==> src/rtl/bus_to_uart_pkg.sv <==
// Shared sizes, defaults and FSM state type for the bus-to-UART bridge.
package bus_uart_pkg;

  localparam int unsigned ADDR_W         = 14;
  localparam int unsigned DATA_W         = 8;
  localparam int unsigned DATA_START_BIT = 6;

  localparam logic [ADDR_W-1:0] DEF_SLAVE_ADDR  = 14'b01000000000000;
  localparam logic [DATA_W-1:0] DEF_ACK_PATTERN = 8'b11001100;
  localparam logic [9:0]        DEF_ACK_TIMEOUT = 10'd1023;

  typedef enum logic [2:0] {
    IDLE,
    RECV,
    CHECK,
    TX_START,
    TX_DATA,
    TX_STOP,
    WAIT_ACK,
    ACK_RX
  } state_t;

endpackage

==> src/rtl/uart_byte_tx.sv <==
// Start / 8 data bits MSB first / stop serialiser with load and busy handshake.
module uart_byte_tx
  import bus_uart_pkg::*;
(
  input  logic              clk,
  input  logic              reset,
  input  logic              load,
  input  logic [DATA_W-1:0] din,
  output logic              busy,
  output logic              tx
);

  localparam logic [3:0] LAST_BIT = 4'(DATA_W + 1);

  logic [DATA_W+1:0] sh_q, sh_d;
  logic [3:0]        cnt_q, cnt_d;
  logic              busy_q, busy_d;

  always_comb begin
    sh_d   = sh_q;
    cnt_d  = cnt_q;
    busy_d = busy_q;
    if (load && !busy_q) begin
      sh_d   = {1'b0, din, 1'b1};
      cnt_d  = '0;
      busy_d = 1'b1;
    end else if (busy_q) begin
      sh_d  = {sh_q[DATA_W:0], 1'b1};
      cnt_d = cnt_q + 4'd1;
      if (cnt_q == LAST_BIT) begin
        busy_d = 1'b0;
      end
    end
  end

  always_ff @(posedge clk) begin
    if (reset) begin
      sh_q   <= '1;
      cnt_q  <= '0;
      busy_q <= 1'b0;
    end else begin
      sh_q   <= sh_d;
      cnt_q  <= cnt_d;
      busy_q <= busy_d;
    end
  end

  assign busy = busy_q;
  // Line bit is combinational here; the top registers it, giving the one-cycle lag
  assign tx   = busy_q ? sh_q[DATA_W+1] : 1'b1;

endmodule

==> src/rtl/bus_to_uart.sv <==
// Serial bus slave: captures a 14-bit address / 8-bit data frame, forwards the
// byte over a UART line and then waits for an 8-bit acknowledgement byte.
module bus_to_uart
  import bus_uart_pkg::*;
#(
  parameter logic [ADDR_W-1:0] SLAVE_ADDR  = DEF_SLAVE_ADDR,
  parameter logic [9:0]        ACK_TIMEOUT = DEF_ACK_TIMEOUT,
  parameter logic [DATA_W-1:0] ACK_PATTERN = DEF_ACK_PATTERN
) (
  input  logic              clk,
  input  logic              reset,
  input  logic              valid_s,
  input  logic              write_en_slave,
  input  logic              addr_rx,
  input  logic              data_rx,
  output logic              data_tx,
  input  logic              ack_in,
  output logic              slave_ready,
  output logic [DATA_W-1:0] data_out,
  output logic              ack_ok,
  output logic              ack_err
);

  state_t              state_q, state_d;
  logic [3:0]          bit_cnt_q, bit_cnt_d;
  logic [9:0]          to_cnt_q, to_cnt_d;
  logic [ADDR_W-1:0]   addr_sr_q, addr_sr_d;
  logic [DATA_W-1:0]   data_sr_q, data_sr_d;
  logic [DATA_W-1:0]   ack_sr_q, ack_sr_d;
  logic                we_q, we_d;
  logic [DATA_W-1:0]   data_out_q, data_out_d;
  logic                data_tx_q, data_tx_d;
  logic                slave_ready_q, slave_ready_d;
  logic                ack_ok_q, ack_ok_d;
  logic                ack_err_q, ack_err_d;
  logic                tx_load, tx_busy, tx_line;
  logic [DATA_W-1:0]   ack_byte;

  uart_byte_tx u_tx (
    .clk  (clk),
    .reset(reset),
    .load (tx_load),
    .din  (data_sr_q),
    .busy (tx_busy),
    .tx   (tx_line)
  );

  assign ack_byte = {ack_sr_q[DATA_W-2:0], ack_in};

  always_comb begin
    state_d    = state_q;
    bit_cnt_d  = bit_cnt_q;
    to_cnt_d   = to_cnt_q;
    addr_sr_d  = addr_sr_q;
    data_sr_d  = data_sr_q;
    ack_sr_d   = ack_sr_q;
    we_d       = we_q;
    data_out_d = data_out_q;
    ack_ok_d   = 1'b0;
    ack_err_d  = 1'b0;
    tx_load    = 1'b0;

    case (state_q)
      IDLE: begin
        if (valid_s && slave_ready_q) begin
          addr_sr_d = {addr_sr_q[ADDR_W-2:0], addr_rx};
          we_d      = write_en_slave;
          bit_cnt_d = 4'd1;
          state_d   = RECV;
        end
      end
      RECV: begin
        // valid_s low just holds everything: a split transfer resumes in place
        if (valid_s) begin
          addr_sr_d = {addr_sr_q[ADDR_W-2:0], addr_rx};
          if (bit_cnt_q >= 4'(DATA_START_BIT)) begin
            data_sr_d = {data_sr_q[DATA_W-2:0], data_rx};
          end
          bit_cnt_d = bit_cnt_q + 4'd1;
          if (bit_cnt_q == 4'(ADDR_W - 1)) begin
            bit_cnt_d = '0;
            state_d   = CHECK;
          end
        end
      end
      CHECK: begin
        if (addr_sr_q == SLAVE_ADDR && we_q && !tx_busy) begin
          data_out_d = data_sr_q;
          tx_load    = 1'b1;
          state_d    = TX_START;
        end else begin
          state_d = IDLE;
        end
      end
      TX_START: begin
        bit_cnt_d = '0;
        state_d   = TX_DATA;
      end
      TX_DATA: begin
        bit_cnt_d = bit_cnt_q + 4'd1;
        if (bit_cnt_q == 4'(DATA_W - 1)) begin
          bit_cnt_d = '0;
          state_d   = TX_STOP;
        end
      end
      TX_STOP: begin
        to_cnt_d = '0;
        state_d  = WAIT_ACK;
      end
      WAIT_ACK: begin
        if (!ack_in) begin
          bit_cnt_d = '0;
          state_d   = ACK_RX;
        end else if (to_cnt_q + 10'd1 == ACK_TIMEOUT) begin
          ack_err_d = 1'b1;
          state_d   = IDLE;
        end else begin
          to_cnt_d = to_cnt_q + 10'd1;
        end
      end
      ACK_RX: begin
        ack_sr_d  = ack_byte;
        bit_cnt_d = bit_cnt_q + 4'd1;
        if (bit_cnt_q == 4'(DATA_W - 1)) begin
          bit_cnt_d = '0;
          ack_ok_d  = (ack_byte == ACK_PATTERN);
          ack_err_d = (ack_byte != ACK_PATTERN);
          state_d   = IDLE;
        end
      end
      default: state_d = IDLE;
    endcase

    slave_ready_d = (state_d == IDLE);
    data_tx_d     = tx_line;
  end

  always_ff @(posedge clk) begin
    if (reset) begin
      state_q       <= IDLE;
      bit_cnt_q     <= '0;
      to_cnt_q      <= '0;
      addr_sr_q     <= '0;
      data_sr_q     <= '0;
      ack_sr_q      <= '0;
      we_q          <= 1'b0;
      data_out_q    <= '0;
      data_tx_q     <= 1'b1;
      slave_ready_q <= 1'b1;
      ack_ok_q      <= 1'b0;
      ack_err_q     <= 1'b0;
    end else begin
      state_q       <= state_d;
      bit_cnt_q     <= bit_cnt_d;
      to_cnt_q      <= to_cnt_d;
      addr_sr_q     <= addr_sr_d;
      data_sr_q     <= data_sr_d;
      ack_sr_q      <= ack_sr_d;
      we_q          <= we_d;
      data_out_q    <= data_out_d;
      data_tx_q     <= data_tx_d;
      slave_ready_q <= slave_ready_d;
      ack_ok_q      <= ack_ok_d;
      ack_err_q     <= ack_err_d;
    end
  end

  assign data_tx     = data_tx_q;
  assign slave_ready = slave_ready_q;
  assign data_out    = data_out_q;
  assign ack_ok      = ack_ok_q;
  assign ack_err     = ack_err_q;

endmodule

==> config.mk <==
export PLATFORM = sky130hd
export DESIGN_NAME = bus_to_uart
export DESIGN_NICKNAME = d
export VERILOG_FILES = /design/src/rtl/bus_to_uart_pkg.sv /design/src/rtl/uart_byte_tx.sv /design/src/rtl/bus_to_uart.sv
export SDC_FILE = /design/constraint.sdc
export NUM_CORES = 1
export LEC_CHECK = 0
export CAP_MARGIN = 20
export CORE_UTILIZATION = 50
export CTS_CLUSTER_DIAMETER = 30
export DETAILED_ROUTE_END_ITERATION = 7
export PLACE_DENSITY_LB_ADDON = 0.2
export SLEW_MARGIN = 10
export SYNTH_ARGS = -nofsm -noshare
export SYNTH_HDL_FRONTEND = slang
export SYNTH_SLANG_ARGS = --single-unit
export TNS_END_PERCENT = 5
==> constraint.sdc <==
create_clock -name clk -period 5.74 [get_ports clk]
set_input_delay 0.861 -clock clk [delete_from_list [all_inputs] [get_ports clk]]
set_output_delay 0.861 -clock clk [all_outputs]
set_load 0.02 [all_outputs]
==> flow_summary.yaml <==
outcome:
  status: "finished with violations"
  violations: "DRC"
global_routing:
  grt_util_all_layers_pct: 20.3
  gr-total-overflow: 0
  grt_max_degree: 48
  number_of_global_route_vias_before_repair: 2577
  number_of_antenna_violations_at_the_first_check_in_global_routing: 0
  wire_length_of_the_first_global_routing_pass_mm: 11.7
finish:
  synthToLayoutAreaGrowth_pct: 10.7
  multi_input_comb_area_um2: 1770
  register_area_um2: 1460
  share_of_post_route_cells_with_drive_strength_above_1_pct: 8.31
  n_antenna_cell: 0
  num-nets-final: 418
  layout.cells.most_common: "dfxtp_1"
  fillCellCount: 584
  mostFrequentLayoutCells: "73 x dfxtp_1, 66 x nand2_1, 38 x a21oi_1"
flow_run:
  cap_viol_max_count: 0
setup_path:
  timing.critical_path.fanout_max: 7
  critical_path_end_type: "flop"
  crit_type: "reg2reg"
  setup.reg_to_reg.worst_slack_ns: 3.34
  cp_data_required_time_ns: 5.96
  worst_setup_path_start_kind: "flop"
  cp_slowest_cell: "a211oi_1"
  crit_path_cell_trace: "ha_1 > nand3_2 > or3_4 > a211oi_1 > a21boi_2 > a21oi_1 > a311oi_1"
  worstReg2RegStart: "to_cnt_q[0]"
  worst_path_largest_cell_delay_ns: 0.45
  reg2reg_to: "to_cnt_q[0]"
  worst_ep_arrival_time_ns: 2.62
  reg2regPathDepth: 7
detailed_routing:
  drt_iter0_drc: 199
  routed_via_density: 5.76
  vias: 2799
  drt-pass1-iter-count: 7
  wire_per_inst_um: 13.5
  postRouteWirelength_mm: 6.57
  detail_route.drc_violations: 2
  detail-route-antenna-nets: 0
yosys:
  synthCells: 398
  synth_area_leader_cell: "dfxtp_1"
  yosys_warnings: 0
  synth.ff_latch_count: 73
  cell_area_synth_um2: 3370
  net_count_after_synthesis: 412
  ys_top_cells_by_area: "dfxtp_1 43%, nand2_1 7.4%, a21oi_1 5.6%"
  yosys.cell_types.count: 63
  synthDominantCellAreaShare_pct: 43.4
  synth_edf_count: 0
  asyncSetResetFlopFracSynth_pct: 0
  synth-seq-area-share_pct: 43.4
  synth.avg_cell_area_um2: 8.46
  synth_top_flop_cell: "dfxtp_1"
place:
  number_of_buffer_cells_added_on_primary_ports: 18
  place_congestion: 0.848
  dp_hpwl_mm: 4.38
clocking:
  hold_buffers: 0
  worst_skew_pair.late_latency_ns: 0.35
  clkSinkCount: 73
  post-cts-setup-buffers: 0
  tritoncts: "yes"
  h-tree-depth: 3
  clock-root-buffer: "clkbuf_8"
  cts_max_path_buffers: 2
  path_clk_slew_ns: 0.08
  postCtsResizedCells: 0
  cts_inserted_buffers: 9
timing:
  finalHoldViolations: 0
  fin_worst_hold_slack_ns: 0.439
  clock-skew-final_ns: 0.00851
  worst_slew_pin_slew_ns: 1.03
  setup-violations-final: 0
  finalSetupTns_ns: 0
  timing.fmax_ghz: 0.417
  finalCritPeriodShare_pct: 41.8
  maxSlewViolCount: 0
  final.min_clock_period_ns: 2.40
  slew_headroom_pct: 30.9
  grt_setup_unrepaired: "false"
floorplanning:
  core_area_um2: 6420
  boundaryPins: 19
  floorplan.initialDensity_pct: 52.4
  dieArea_um2: 7070
  chipWidth_um: 84.1
  num_rows: 29
  die_h_um: 84.1
power_and_ir_drop:
  leakagePower_nw: 1.35
  peakVddDrop_uv: 146
  cellPowerDensity_nw_per_um2: 250
worst_hold_path:
  worst_hold_path_type: "reg2reg"
  holdPathEnd: "u_tx.sh_q[5]"
  holdPathStages: 2
  hp-start: "u_tx.sh_q[5]"
kinds of logic (layout without fill, tap and decap cells):
group / count (synthesis) / count (layout) / synth area share, %
compound gates: 94 / 94 / 18.9
buf+inv: 31 / 42 / 4.27
fa+ha+maj: 7 / 7 / 2.60
flops: 73 / 73 / 43.4
mux: 18 / 18 / 5.35
xor+xnor: 5 / 5 / 1.30
simple gates: 170 / 170 / 24.2
state kept, by name (all words and copies together), names as in the netlist:
register,count
addr_sr_q,14
to_cnt_q,10
u_tx.sh_q,9
data_out,8
data_sr_q,8
ack_sr_q,7
bit_cnt_q,4
u_tx.cnt_q,4
state_q,3
ack_err,1
ack_ok,1
data_tx,1
slave_ready,1
u_tx.busy,1
we_q,1
how the worst max path moves through the flow:
| stage | startpoint | end | slack, ns |
|---|---|---|---|
| after global routing | to_cnt_q[0] | to_cnt_q[0] | 3.15 |
| final | to_cnt_q[0] | to_cnt_q[0] | 3.34 |
| after global placement | ack_in | to_cnt_q[2] | 3.10 |
| after floorplan | ack_in | bit_cnt_q[3] | 3.72 |
| after detailed placement | ack_in | to_cnt_q[2] | 3.02 |
| after CTS | to_cnt_q[0] | slave_ready | 3.35 |
Yosys cell counts, drive strengths merged, types with 3 or more instances:
cell type and n:
dfxtp 73, nand2 66, a21oi 38, nor2 38
mux2i 18, nand3 15, clkbuf 14, nor3 13
buf 11, a31oi 8, o21ai 8, a221oi 7
ha 7, inv 6, nor4 6, and3 5
nor2b 5, nand2b 4, o211ai 4, and2 3
nand3b 3, nand4b 3, xor2 3
layout make-up:
type / instances / share of cell area, %
Sequential cell: 73 / 39.2
Timing Repair Buffer: 20 / 5.10
Clock buffer: 10 / 3.69
Clock inverter: 6 / 1.34
Multi-Input combinational cell: 294 / 47.5
Inverter: 6 / 0.604
Tap cell: 77 / 2.58
power breakdown:
group | total, mW | internal, mW | switching (mW)
combinational | 0.0395 | 0.0144 | 0.0250
sequential | 0.516 | 0.509 | 0.00630
clock | 0.378 | 0.174 | 0.204
per-stage QoR:
stage	util [%]	std cells	setup slack (ns)	instance area, um^2	total power, mW
2_1_floorplan	-	398	3.72	3370	0.555
3_3_place_gp	55.1	470	3.10	3540	0.566
3_5_place_dp	55.1	470	3.02	3540	0.567
4_1_cts	58.1	486	3.35	3730	0.940
5_1_grt	58.1	486	3.15	3730	0.971
6_report	58.1	486	3.34	3730	0.933
layer usage:
metal | GRT usage, % | up-vias | wire length [um]
met4 | 6.11 | 0 | 71
met2 | 32.9 | 43 | 3070
met3 | 5.14 | 9 | 206
met1 | 26.5 | 1317 | 3220
met5 | 0 | - | 0
li1 | - | 1430 | -
critical path: cells and delay by family, from the launching register on:
family	cells	cell delay (ns)
flip-flops	1	0.44
AO/OA/AOI/OAI	4	0.92
AND/OR/NAND/NOR	2	0.55
adder cells (fa/ha/maj)	1	0.35
(Power assumes the default switching activity.)
==> patch (config.mk and constraints unchanged) <==
`DEF_ACK_TIMEOUT`: 10'd1023 -> 10'd511.
--- a/src/rtl/bus_to_uart_pkg.sv
+++ b/src/rtl/bus_to_uart_pkg.sv
@@ -9,3 +9,3 @@
   localparam logic [DATA_W-1:0] DEF_ACK_PATTERN = 8'b11001100;
-  localparam logic [9:0]        DEF_ACK_TIMEOUT = 10'd1023;
+  localparam logic [9:0]        DEF_ACK_TIMEOUT = 10'd511;
 
Formal check against the unedited RTL: same outputs for any inputs over 10 cycles, from zero or initial values and one cycle with reset high; that may be too few to reach the edited logic, so the function may still have changed.
==> patch against the unedited design <==
Critical path depth fell by 2. Count of clock-buffer cells in the layout fell by 1. Routed wire length fell by 6.8%. Via count fell by 6.4%. Total power rose by 2.9%. Area after synthesis fell by 3.5%. Fmax fell by 3.2%. Worst setup slack got worse by 0.080 ns. Sequential cell count did not move. Final area fell by 1.6%. Synthesized cell count fell by 5.3%.
==> patch: results (changes against the unedited design) <==
* Nonclk buf count at 21 (+5.0%)
* Via count of the first global-routing pass at 2,171 (-16%)
* Via count at 2,619 (-6.4%)
* Cts repair resizes at 0 (unchanged)
* Detailed Place HPWL at 4.04 mm (-7.8%)
* Static leakage power at 1.42 nW (+5.2%)
* Kind of cell with the highest combined delay on the critical path: compound AO/OA/AOI/OAI gates
* Seq/total area at 39.8% (+0.63 points)
* GR Util met3 at 5.60% (+0.46 points)
* CP peak stage delay at 0.67 ns (+0.22 ns)
* Synthesized-area fraction occupied by xor and xnor cells at 0.808% (-0.49 points)
* Drt pass-1 iters at 4 (-3)
* Length of routed met2 wiring at 2.74 mm (-11%)
* Number of antenna violations at the first check in global routing at 0 (unchanged)
* Area of placed instances at 3470 sq um (-2.1%)
* Critical-path top delay cell: a21oi_1
* Largest fanout of any net on the critical path at 11 (+4)
* Most instantiated cells after synthesis: 73 x dfxtp_1, 53 x nand2_1, 52 x nor2_1, 32 x mux2i_1, 23 x a21oi_1
* Number of fill cells in the layout at 569 (-2.6%)
* Number of multi-input logic gates at 275 (-6.5%)
* Portion of netlist area occupied by mux cells at 9.85% (+4.5 points)
* Die span in x at 82.6 um (-1.7%)
* Multi-input gate share of total cell area at 45.8% (-1.7 points)
* Metal3 WL at 241 um (+17%)
* Layout net count at 402 (-3.8%)
* Grt met1 use at 24.9% (-1.6 points)
* Post-synthesis cell type count at 53 (-16%)
* Routed wire length per instance at 13.0 um (-3.6%)
* Largest cells by area after synthesis: dfxtp_1 45%, mux2i_1 9.9%, nand2_1 6.1%
* Design internal power at 729 uW (+4.6%)
* Share of synthesized area occupied by flip-flops and latches at 45.0% (+1.6 points)
* Result of the run: finished clean
* Compound-cell area share of the yosys netlist at 15.0% (-3.9 points)
* Number of nets produced by synthesis at 391 (-5.1%)
* Synthesized flop and latch total at 73 (unchanged)
* GP Congestion at 0.805 (-5.1%)
* Peak supply drop at 0.000187 V (+28%)
* Clock net power at 406 uW (+7.4%)
* Global-route wire length before repair at 9.87 mm (-15%)
* Total routing resource utilization after global routing at 19.3% (-0.98 points)
* Number of buffer cells added on primary ports at 18 (unchanged)
* Top flop regs: addr_sr_q: 14 flops, to_cnt_q: 10 flops, u_tx.sh_q: 9 flops
* Wire length on met1 at 3.05 mm (-5.5%)
* Initial drt markers at 148 (-26%)
* Clock network area share at 5.56% (+0.52 points)
* Data arrival time of the critical path at 2.74 ns (+0.12 ns)
* Fraction of final layout cells with drive strength greater than 1 at 7.89% (-0.42 points)
* Non-clk buf share at 5.39% (+0.29 points)
* Post-synthesis adder-cell area fraction at 2.69% (+0.093 points)
* Part of the total power dissipated in sequential elements at 53.6% (-1.7 points)
* Transition at the pin with the smallest max-transition slack at 0.769 ns (-0.263 ns)
* Number of logic inverters in the finished layout at 8 (+2)
* Layout clock buffer count at 9 (-1)
* Met2 Use GR at 30.2% (-2.7 points)
* Worst min-delay path class: reg -> reg
* Critical Setup Path Class: in -> reg
* Skew final at 0.00915 ns (+0.000643 ns)
* Pin count of the biggest net entering global routing at 39 (-19%)
==> patch: final timing paths <==
check	start	to	slack, ns	cells past startpoint
worst max-delay path	ack_in	to_cnt_q[5]$_SDFFE_PP0P_	3.26	5
worst min-delay path	u_tx.sh_q[6]$_SDFFE_PP1P_	u_tx.sh_q[6]$_SDFFE_PP1P_	0.44	2
worst max register to register	to_cnt_q[1]$_SDFFE_PP0P_	to_cnt_q[5]$_SDFFE_PP0P_	3.34	7
worst min register to register	u_tx.sh_q[6]$_SDFFE_PP1P_	u_tx.sh_q[6]$_SDFFE_PP1P_	0.44	2
==> patch: through the flow <==
stage	util (%)	total power [mW]	hold slack [ns]	cells	setup WS (ns)
detailed placement	54.9	0.565	0.431	454	2.96
global route	58.1	1.00	0.464	470	3.09
global placement	54.9	0.565	0.425	454	2.99
CTS	58.1	0.970	0.445	470	3.25
floorplan	-	0.553	0.416	377	3.65
finish	58.1	0.960	0.442	470	3.26
